===== config.mk =====
export PLATFORM = sky130hd
export DESIGN_NAME = sobel_grad_unit
export DESIGN_NICKNAME = d
export VERILOG_FILES = /design/src/rtl/sobel_grad_unit.sv
export SDC_FILE = /design/constraint.sdc
export NUM_CORES = 2
export LEC_CHECK = 0
export ABC_AREA = 0
export CORE_AREA = 4 4 249 251
export CTS_CLUSTER_SIZE = 12
export DETAILED_ROUTE_END_ITERATION = 6
export DIE_AREA = 0 0 253 255
export PLACE_DENSITY = 0.75
export RECOVER_POWER = 50
export SYNTH_ARGS = -nofsm -noshare
export SYNTH_HDL_FRONTEND = slang
export SYNTH_SLANG_ARGS = --single-unit

===== constraint.sdc =====
create_clock -name clk -period 9.4 [get_ports clk]
set_input_delay 1.41 -clock clk [delete_from_list [all_inputs] [get_ports clk]]
set_output_delay 1.41 -clock clk [all_outputs]
set_load 0.02 [all_outputs]

===== src/rtl/sobel_grad_unit.sv =====
// rtl/sobel_grad_unit.sv - 3-stage Sobel gradient engine (luma, Gx/Gy, selected measure); optional SOBEL_EDGE_THRESH_EN adds thresh/edge_out
module sobel_grad_unit #(
   parameter  int CH_W  = 8,
   parameter  int CNT_W = 16,
   localparam int Y_W   = CH_W + 4,
   localparam int G_W   = Y_W + 3,
   localparam int MAG_W = 2 * CH_W + 13
) (
   input  logic                clk,
   input  logic                reset,
   input  logic [27*CH_W-1:0]  in_win,
   input  logic [1:0]          in_mode,
   input  logic                in_valid,
   output logic                in_ready,
   output logic [MAG_W-1:0]    data_out,
   output logic                out_valid,
   input  logic                out_ready,
   output logic [CNT_W-1:0]    out_count
`ifdef SOBEL_EDGE_THRESH_EN
  ,input  logic [MAG_W-1:0]    thresh,
   output logic                edge_out
`endif
);

   localparam int PIX_W = 3 * CH_W;

   // Y = 5R + 9G + 2B built from shifts; max 16*(2^CH_W-1) fits Y_W bits
   function automatic logic [Y_W-1:0] luma(input logic [PIX_W-1:0] p);
      logic [Y_W-1:0] r, g, b;
      r = Y_W'(p[PIX_W-1 -: CH_W]);
      g = Y_W'(p[2*CH_W-1 -: CH_W]);
      b = Y_W'(p[CH_W-1:0]);
      return (r << 2) + r + (g << 3) + g + (b << 1);
   endfunction

   logic                 advance;
   logic                 s1_valid, s2_valid;
   logic [1:0]           s1_mode, s2_mode;
   logic [Y_W-1:0]       s1_y [9];
   logic signed [G_W-1:0] s2_gx, s2_gy;
   logic signed [G_W-1:0] ext_y [9];
   logic signed [G_W-1:0] gx_c, gy_c;
   logic [G_W-1:0]       abs_x, abs_y;
   logic [MAG_W-1:0]     sq_x, sq_y, res;
   logic                 unused_center;

   // The whole pipeline moves together; a stalled output freezes every stage
   assign advance  = !out_valid || out_ready;
   assign in_ready = advance;

   // Centre luma carries zero weight in both kernels
   assign unused_center = ^s1_y[4];

   // Stage 1: per-pixel luminance and the window's mode
   always_ff @(posedge clk) begin
      if (!reset) begin
         s1_valid <= 1'b0;
      end else if (advance) begin
         s1_valid <= in_valid;
         s1_mode  <= in_mode;
         for (int k = 0; k < 9; k++) begin
            s1_y[k] <= luma(in_win[k*PIX_W +: PIX_W]);
         end
      end
   end

   // Signed horizontal and vertical Sobel kernels on the registered lumas
   always_comb begin
      for (int k = 0; k < 9; k++) begin
         ext_y[k] = $signed({3'b000, s1_y[k]});
      end
      gx_c = (ext_y[2] + (ext_y[5] <<< 1) + ext_y[8])
           - (ext_y[0] + (ext_y[3] <<< 1) + ext_y[6]);
      gy_c = (ext_y[6] + (ext_y[7] <<< 1) + ext_y[8])
           - (ext_y[0] + (ext_y[1] <<< 1) + ext_y[2]);
   end

   // Stage 2: gradient registers
   always_ff @(posedge clk) begin
      if (!reset) begin
         s2_valid <= 1'b0;
      end else if (advance) begin
         s2_valid <= s1_valid;
         s2_mode  <= s1_mode;
         s2_gx    <= gx_c;
         s2_gy    <= gy_c;
      end
   end

   // Squares are taken on magnitudes so the products stay unsigned and exact
   always_comb begin
      abs_x = s2_gx[G_W-1] ? G_W'(-s2_gx) : G_W'(s2_gx);
      abs_y = s2_gy[G_W-1] ? G_W'(-s2_gy) : G_W'(s2_gy);
      sq_x  = MAG_W'(abs_x) * MAG_W'(abs_x);
      sq_y  = MAG_W'(abs_y) * MAG_W'(abs_y);
      case (s2_mode)
         2'b00:   res = sq_x;
         2'b01:   res = sq_y;
         2'b10:   res = sq_x + sq_y;
         default: res = MAG_W'(abs_x) + MAG_W'(abs_y);
      endcase
   end

   // Stage 3: registered result (and edge flag when enabled)
   always_ff @(posedge clk) begin
      if (!reset) begin
         out_valid <= 1'b0;
         data_out  <= '0;
`ifdef SOBEL_EDGE_THRESH_EN
         edge_out  <= 1'b0;
`endif
      end else if (advance) begin
         out_valid <= s2_valid;
         data_out  <= res;
`ifdef SOBEL_EDGE_THRESH_EN
         edge_out  <= (res >= thresh);
`endif
      end
   end

   // Completed output handshakes, wrapping naturally at 2^CNT_W
   always_ff @(posedge clk) begin
      if (!reset) begin
         out_count <= '0;
      end else if (out_valid && out_ready) begin
         out_count <= out_count + 1'b1;
      end
   end

endmodule


# Word level (Yosys, flattened, before mapping)

Memories as Yosys holds them, arrays and structs flattened.
Cells that the tools add are included.

Bits in latches: 0
Bits in writable memories: 108
Bits in registers: 82
Memories: 1
Word-level logic and storage cells: 76
Bits in read-only memories: 0

$add $sub $neg: 51
Div/mod/pow operators: 0
Order comparisons: 0
Muxes and demuxes: 6
Shifts and indexed selects: 0
Multipliers: 2
Bitwise gates (word level): 0
Reduce and logical (&&, ||, !) cells: 5
Equal/unequal tests: 2

Memories:

| memory | words | bits a word | rd ports | clocked after memory_dff | write ports | RTL line | text |
|---|---|---|---|---|---|---|---|
| s1_y   | 9     | 12          | 8        | 0                        | 9           | 39       | `logic [Y_W-1:0] s1_y [9];` |

Operators by type and width:

| cell                  | count |
|---|---|
| $add 11x11->12        | 9 |
| $add 12x8->12         | 9 |
| $add 12x9->12         | 9 |
| $add 10x8->11         | 9 |
| $pmux 29 s3           | 1 |
| $add 14x12->15        | 4 |
| $mul 15x15->29        | 2 |
| $add 12x13->14        | 4 |
| $mux 15               | 2 |
| $neg 15->15           | 2 |
| $sub 15x15->15        | 2 |
| $add 29x29->29        | 1 |
| $add 15x15->16        | 1 |
| $add 16x1->16 const B | 1 |
| $mux 1                | 3 |
| $eq 2x1->1 const B    | 1 |
| $eq 2x2->1 const B    | 1 |
| $logic_not 2->1       | 1 |
| $reduce_and 2->1      | 1 |
| $logic_and 1x1->1     | 1 |
| $logic_not 1->1       | 1 |
| $logic_or 1x1->1      | 1 |

# Logic depth before layout (Yosys ltp)

Depth after elaboration: 5
Gate-level depth with buffers: 41
Depth with buffers taken out: 39

# Worst setup path after synthesis

OpenSTA, ideal clock, no wires.

Kind: register -> register
Start: register s2_gx[0]
End: register data_out[28]
Data required time: 9.267 ns
Setup slack: -0.003 ns
Arrival time: 9.270 ns
Stages on the path, launching flop included: 36
Setup time: 0.133 ns
Cell sequence: edfxtp_1 clkbuf_1 clkinv_1 ha_1 nand2_1 or4_1 o31ai_1 xor2_1 clkinv_1 nand2_1 fa_1 fa_1 inv_1 fa_1 fa_1 fa_1 inv_1 fa_1 inv_1 ha_1 and4_1 and2_1 and4_1 o31ai_1 a32oi_1 a31oi_1 o21ai_0 xor2_1 ha_1 a21oi_1 nor2b_1 nor3_1 a211o_2 and4_1 a2111oi_1 a21oi_1

Longest elaborated chain between the ends: 5

RTL lines:

| element                | RTL line | text |
|---|---|---|
| from (decl)            | 40       | `logic signed [G_W-1:0] s2_gx, s2_gy;` |
| from (signal assigned) | 85       | `s2_gx <= gx_c;` |
| $neg 15->15            | 92       | `abs_x = s2_gx[G_W-1] ? G_W'(-s2_gx) : G_W'(s2_gx);` |
| $mux 15 *              | 92       |  |
| $mul 15x15->29 *       | 94       | `sq_x = MAG_W'(abs_x) * MAG_W'(abs_x);` |
| $add 29x29->29         | 99       | `2'b10: res = sq_x + sq_y;` |
| $pmux 29 s3 *          | 96       | `case (s2_mode)` |
| to (signal assigned)   | 114      | `data_out <= res;` |
| to (decl)              | 15       | `output logic [MAG_W-1:0] data_out,` |

Mark *: on every way between the ends. The rest lies on a longest branch, timed or not.
A chain may end at the register's enable or synchronous reset.

# Final worst setup path

Start: register s2_gy[4]
End: register data_out[28]

Longest elaborated chain between the ends: 5

RTL lines:

| element                | RTL line | text |
|---|---|---|
| from (decl)            | 40       |  |
| from (signal assigned) | 86       | `s2_gy <= gy_c;` |
| $neg 15->15            | 93       | `abs_y = s2_gy[G_W-1] ? G_W'(-s2_gy) : G_W'(s2_gy);` |
| $mux 15 *              | 93       |  |
| $mul 15x15->29 *       | 95       | `sq_y = MAG_W'(abs_y) * MAG_W'(abs_y);` |
| $add 29x29->29         | 99       |  |
| $pmux 29 s3 *          | 96       |  |

Marked as above.

==> report_table.html <==
<table>
<tr><th>Metric</th><th>Value</th></tr>
<tr><th colspan="2">Outcome</th></tr>
<tr><td>Outcome</td><td>finished, violations left</td></tr>
<tr><td>Violations in the final reports</td><td>capacitance limit, slew limit</td></tr>
<tr><th colspan="2">STA</th></tr>
<tr><td>Period minus WS final</td><td>9.35 ns</td></tr>
<tr><td>Max-slew violations</td><td>59</td></tr>
<tr><td>Total of endpoints with negative setup slack in the final report</td><td>0</td></tr>
<tr><td>Clock tree skew after final layout</td><td>0.0219 ns</td></tr>
<tr><td>Headroom to the max-slew limit</td><td>-76.0%</td></tr>
<tr><td>Ratio of final minimum period to clock period</td><td>99.5%</td></tr>
<tr><td>RSZ-0062 raised after global routing</td><td>yes</td></tr>
<tr><td>Count of final hold-check violations</td><td>0</td></tr>
<tr><td>Final hold slack</td><td>0.446 ns</td></tr>
<tr><td>Slew at the pin closest to its max-slew limit</td><td>2.63 ns</td></tr>
<tr><td>Final TNS setup</td><td>0 ns</td></tr>
<tr><td>FMAX</td><td>107 MHz</td></tr>
<tr><th colspan="2">Drt</th></tr>
<tr><td>Via-per-instance ratio</td><td>5.24</td></tr>
<tr><td>Count of vias placed by the detailed router</td><td>21500</td></tr>
<tr><td>Residual DRC</td><td>0</td></tr>
<tr><td>DR WL/cell</td><td>17.6 um</td></tr>
<tr><td>Total length of routed wires</td><td>72400 um</td></tr>
<tr><td>Number of antenna-violating nets in the routed design</td><td>0</td></tr>
<tr><td>DRT Pass-1 Iters</td><td>5</td></tr>
<tr><td>First-iteration detailed-routing DRC count</td><td>1190</td></tr>
<tr><th colspan="2">Place</th></tr>
<tr><td>Routability cong.</td><td>0.929</td></tr>
<tr><td>Buffers on Ports</td><td>244</td></tr>
<tr><td>Detail Placement HPWL</td><td>62900 um</td></tr>
<tr><th colspan="2">Floorplan</th></tr>
<tr><td>Initial cell density of the core</td><td>50.4%</td></tr>
<tr><td>Total Die Area</td><td>0.0645 mm2</td></tr>
<tr><td>Core Footprint</td><td>0.0599 mm2</td></tr>
<tr><td>Top-level I/O count</td><td>269</td></tr>
<tr><td>Width of the die</td><td>253 um</td></tr>
<tr><td>Placement row count</td><td>90</td></tr>
<tr><td>Vert. Die Dim</td><td>255 um</td></tr>
<tr><th colspan="2">Synthesis</th></tr>
<tr><td>Library cells used by synthesis</td><td>91</td></tr>
<tr><td>Number of standard cells after synthesis</td><td>2921</td></tr>
<tr><td>Number of flops mapped to enable cells by yosys</td><td>130</td></tr>
<tr><td>Proportion of register bits with asynchronous set or reset after synthesis</td><td>0%</td></tr>
<tr><td>Synth Flop Type</td><td>sky130_fd_sc_hd__edfxtp_1</td></tr>
<tr><td>Yosys warning count</td><td>0</td></tr>
<tr><td>Combined area of all synthesized cells</td><td>0.0302 mm2</td></tr>
<tr><td>Cell with the most instances after synthesis</td><td>sky130_fd_sc_hd__inv_1</td></tr>
<tr><td>Proportion of netlist area held by the largest area contributor</td><td>35.7%</td></tr>
<tr><td>Top cells by count, synth</td><td>600 x sky130_fd_sc_hd__inv_1, 538 x sky130_fd_sc_hd__fa_1, 374 x sky130_fd_sc_hd__ha_1</td></tr>
<tr><td>Avg Cell Area, Syn</td><td>10.3 um2</td></tr>
<tr><td>Most area-consuming cells after synthesis</td><td>sky130_fd_sc_hd__fa_1 36%, sky130_fd_sc_hd__ha_1 16%, sky130_fd_sc_hd__edfxtp_1 13%</td></tr>
<tr><td>Portion of the post-synthesis area used by sequential elements</td><td>16.1%</td></tr>
<tr><td>Post-synth top area cell</td><td>sky130_fd_sc_hd__fa_1</td></tr>
<tr><td>Count of state elements after synthesis</td><td>178</td></tr>
<tr><th colspan="2">Clock tree</th></tr>
<tr><td>Number of buffers on the longest clock path</td><td>2</td></tr>
<tr><td>CTS Hold Bufs</td><td>0</td></tr>
<tr><td>Root Buffer Master</td><td>sky130_fd_sc_hd__clkbuf_16</td></tr>
<tr><td>TritonCTS clock tree</td><td>yes</td></tr>
<tr><td>Clock transition at the register clock pins on the worst setup and hold paths after CTS</td><td>0.10 ns</td></tr>
<tr><td>Clock buffer count from CTS</td><td>17</td></tr>
<tr><td>CTS sink count</td><td>178</td></tr>
<tr><td>Worst-skew pair later-pin latency</td><td>0.50 ns</td></tr>
<tr><td>Level count of the clock H-tree</td><td>4</td></tr>
<tr><th colspan="2">Min path</th></tr>
<tr><td>WHS Path Cells</td><td>0</td></tr>
<tr><td>Worst Hold Launch</td><td>s1_mode[0]$_DFFE_PP_</td></tr>
<tr><td>Endpoint of the worst hold path</td><td>s2_mode[0]$_DFFE_PP_</td></tr>
<tr><td>Class of the most critical hold timing path</td><td>flip-flop to flip-flop</td></tr>
<tr><th colspan="2">Job</th></tr>
<tr><td>Maxcap violations</td><td>1</td></tr>
<tr><th colspan="2">Setup path</th></tr>
<tr><td>Sort of element at the end of the critical path</td><td>flip-flop</td></tr>
<tr><td>Critical path's largest stage delay</td><td>0.55 ns</td></tr>
<tr><td>Crit path top cell by count</td><td>sky130_fd_sc_hd__fa_1</td></tr>
<tr><td>Required time worst endpoint</td><td>9.77 ns</td></tr>
<tr><td>Worst reg2reg endpoint</td><td>data_out[28]$_SDFFE_PN0N_</td></tr>
<tr><td>Crit Path Category</td><td>flip-flop to flip-flop</td></tr>
<tr><td>Largest driver fanout on the critical path</td><td>4</td></tr>
<tr><td>Minimum setup slack among reg-to-reg paths</td><td>0.05 ns</td></tr>
<tr><td>Type of origin of the critical path</td><td>flip-flop</td></tr>
<tr><td>Slowest stage cell on the critical path</td><td>sky130_fd_sc_hd__fa_1</td></tr>
<tr><td>Startpoint of the worst register-to-register path</td><td>s2_gy[4]$_DFFE_PP_</td></tr>
<tr><td>Arrival time of data at the critical path endpoint</td><td>9.72 ns</td></tr>
<tr><td>Number of cells on the worst reg-to-reg path</td><td>34</td></tr>
<tr><th colspan="2">Layout</th></tr>
<tr><td>Layout overhead on the synthesized area</td><td>17.9%</td></tr>
<tr><td>Ratio of cells with drive above 1 in the final layout</td><td>8.69%</td></tr>
<tr><td>Number of nets in the layout</td><td>4446</td></tr>
<tr><th colspan="2">Global route</th></tr>
<tr><td>Global-route wire length before repair</td><td>118000 um</td></tr>
<tr><td>Pin count of the biggest net entering global routing</td><td>75</td></tr>
<tr><td>Tot GR Track Use</td><td>23.2%</td></tr>
<tr><td>Number of antenna violations at the first check in global routing</td><td>1</td></tr>
<tr><td>Grt total ovfl</td><td>0</td></tr>
<tr><td>Vias in the first global route</td><td>22900</td></tr>
</table>
## layout by cell type (no fill, tap or decap), types with 13 or more instances in the layout
| cell | n |
|---|---|
| sky130_fd_sc_hd__a21o_1 | 45 |
| sky130_fd_sc_hd__a21oi_1 | 147 |
| sky130_fd_sc_hd__a31oi_1 | 13 |
| sky130_fd_sc_hd__buf_4 | 149 |
| sky130_fd_sc_hd__clkbuf_16 | 17 |
| sky130_fd_sc_hd__clkdlybuf4s50_1 | 178 |
| sky130_fd_sc_hd__conb_1 | 20 |
| sky130_fd_sc_hd__dfxtp_1 | 48 |
| sky130_fd_sc_hd__dlygate4sd3_1 | 66 |
| sky130_fd_sc_hd__edfxtp_1 | 130 |
| sky130_fd_sc_hd__fa_1 | 535 |
| sky130_fd_sc_hd__ha_1 | 367 |
| sky130_fd_sc_hd__inv_1 | 597 |
| sky130_fd_sc_hd__nand2_1 | 207 |
| sky130_fd_sc_hd__nand2b_1 | 17 |
| sky130_fd_sc_hd__nand3_1 | 24 |
| sky130_fd_sc_hd__nor2_1 | 163 |
| sky130_fd_sc_hd__nor3_1 | 21 |
| sky130_fd_sc_hd__o21a_1 | 16 |
| sky130_fd_sc_hd__o21ai_0 | 73 |
| sky130_fd_sc_hd__o21bai_1 | 31 |
| sky130_fd_sc_hd__xnor2_1 | 129 |
| sky130_fd_sc_hd__xor2_1 | 61 |
## sequential cells by signal, summed over array words and instances (netlist names)
signal,flops
out_valid,1
s2_gx,15
s1_mode,2
s2_gy,15
s2_valid,1
out_count,16
s2_mode,2
s1_y,96
data_out,29
s1_valid,1
## stage by stage
step	instances	setup slack [ns]	util, %	cell area [um2]
after floorplan	2939	0.0505	-	30200
after global placement	4061	-0.212	57.5	34500
after detailed placement	4061	-0.251	57.5	34500
after CTS	4094	0.00492	58.7	35200
after global routing	4108	-0.305	59.4	35600
final	4108	0.0506	59.4	35600
## what timing repair did
| item | CTS | global route |
|---|---|---|
| endpoints found under the setup margin | 3 | 9 |
| gates cloned | 0 | 0 |
| buffers inserted | 1 | 13 |
| resized for setup | 12 | 55 |
| pin swaps | 3 | 40 |
## how the worst max path moves through the flow
stage                             from                         to  slack, ns  cells after the start
floorplan           s2_gy[5]$_DFFE_PP_  data_out[28]$_SDFFE_PN0N_       0.05                     34
global placement    s2_gy[7]$_DFFE_PP_  data_out[28]$_SDFFE_PN0N_      -0.21                     34
detailed placement  s2_gy[7]$_DFFE_PP_  data_out[28]$_SDFFE_PN0N_      -0.25                     34
CTS                 s2_gy[7]$_DFFE_PP_  data_out[28]$_SDFFE_PN0N_      0.005                     35
global route        s2_gy[4]$_DFFE_PP_  data_out[28]$_SDFFE_PN0N_      -0.30                     34
finish              s2_gy[4]$_DFFE_PP_  data_out[28]$_SDFFE_PN0N_       0.05                     34
## per-layer routing
metal | vias up | GRT usage [%] | routed length (um)
met1 | 10600 | 29.5 | 29900
met4 | 0 | 7.68 | 2260
li1 | 10200 | - | -
met5 | - | 0 | 0
met2 | 602 | 40.8 | 36400
met3 | 121 | 3.62 | 3860
## cell type report
class / count / area, um2
diodes: 1 / 2.50
clock buffers: 17 / 425
clock inverters: 15 / 223
fillers: 5018 / 24300
inverters: 610 / 2290
multi-input cells: 2109 / 23200
flip-flops and latches: 178 / 4860
well taps: 782 / 978
repair buffers: 396 / 3590
## cell families (layout without fill, tap and decap cells)
| family | Yosys count | count (layout) | share of synthesized area, % |
|---|---|---|---|
| adder cells (fa/ha/maj) | 912 | 912 | 51.2 |
| buffers and inverters | 652 | 1038 | 8.41 |
| AND/OR/NAND/NOR | 520 | 520 | 7.74 |
| AO/OA/AOI/OAI | 430 | 430 | 9.17 |
| XOR/XNOR | 207 | 207 | 6.22 |
| flip-flops | 178 | 178 | 16.1 |
| multiplexers | 20 | 20 | 1.09 |
| other | 2 | 21 | 0.0249 |
## worst max-delay path, delay by kind of cell (launching register included)
family	cells	cell delay, ns
buf+inv	6	0.49
simple gates	9	2.47
flops	1	0.39
xor+xnor	2	0.46
compound gates	9	1.78
fa+ha+maj	8	3.61
Power is not shown: default switching activity piles up to over one toggle a cycle in this logic, so the estimate is an artifact.
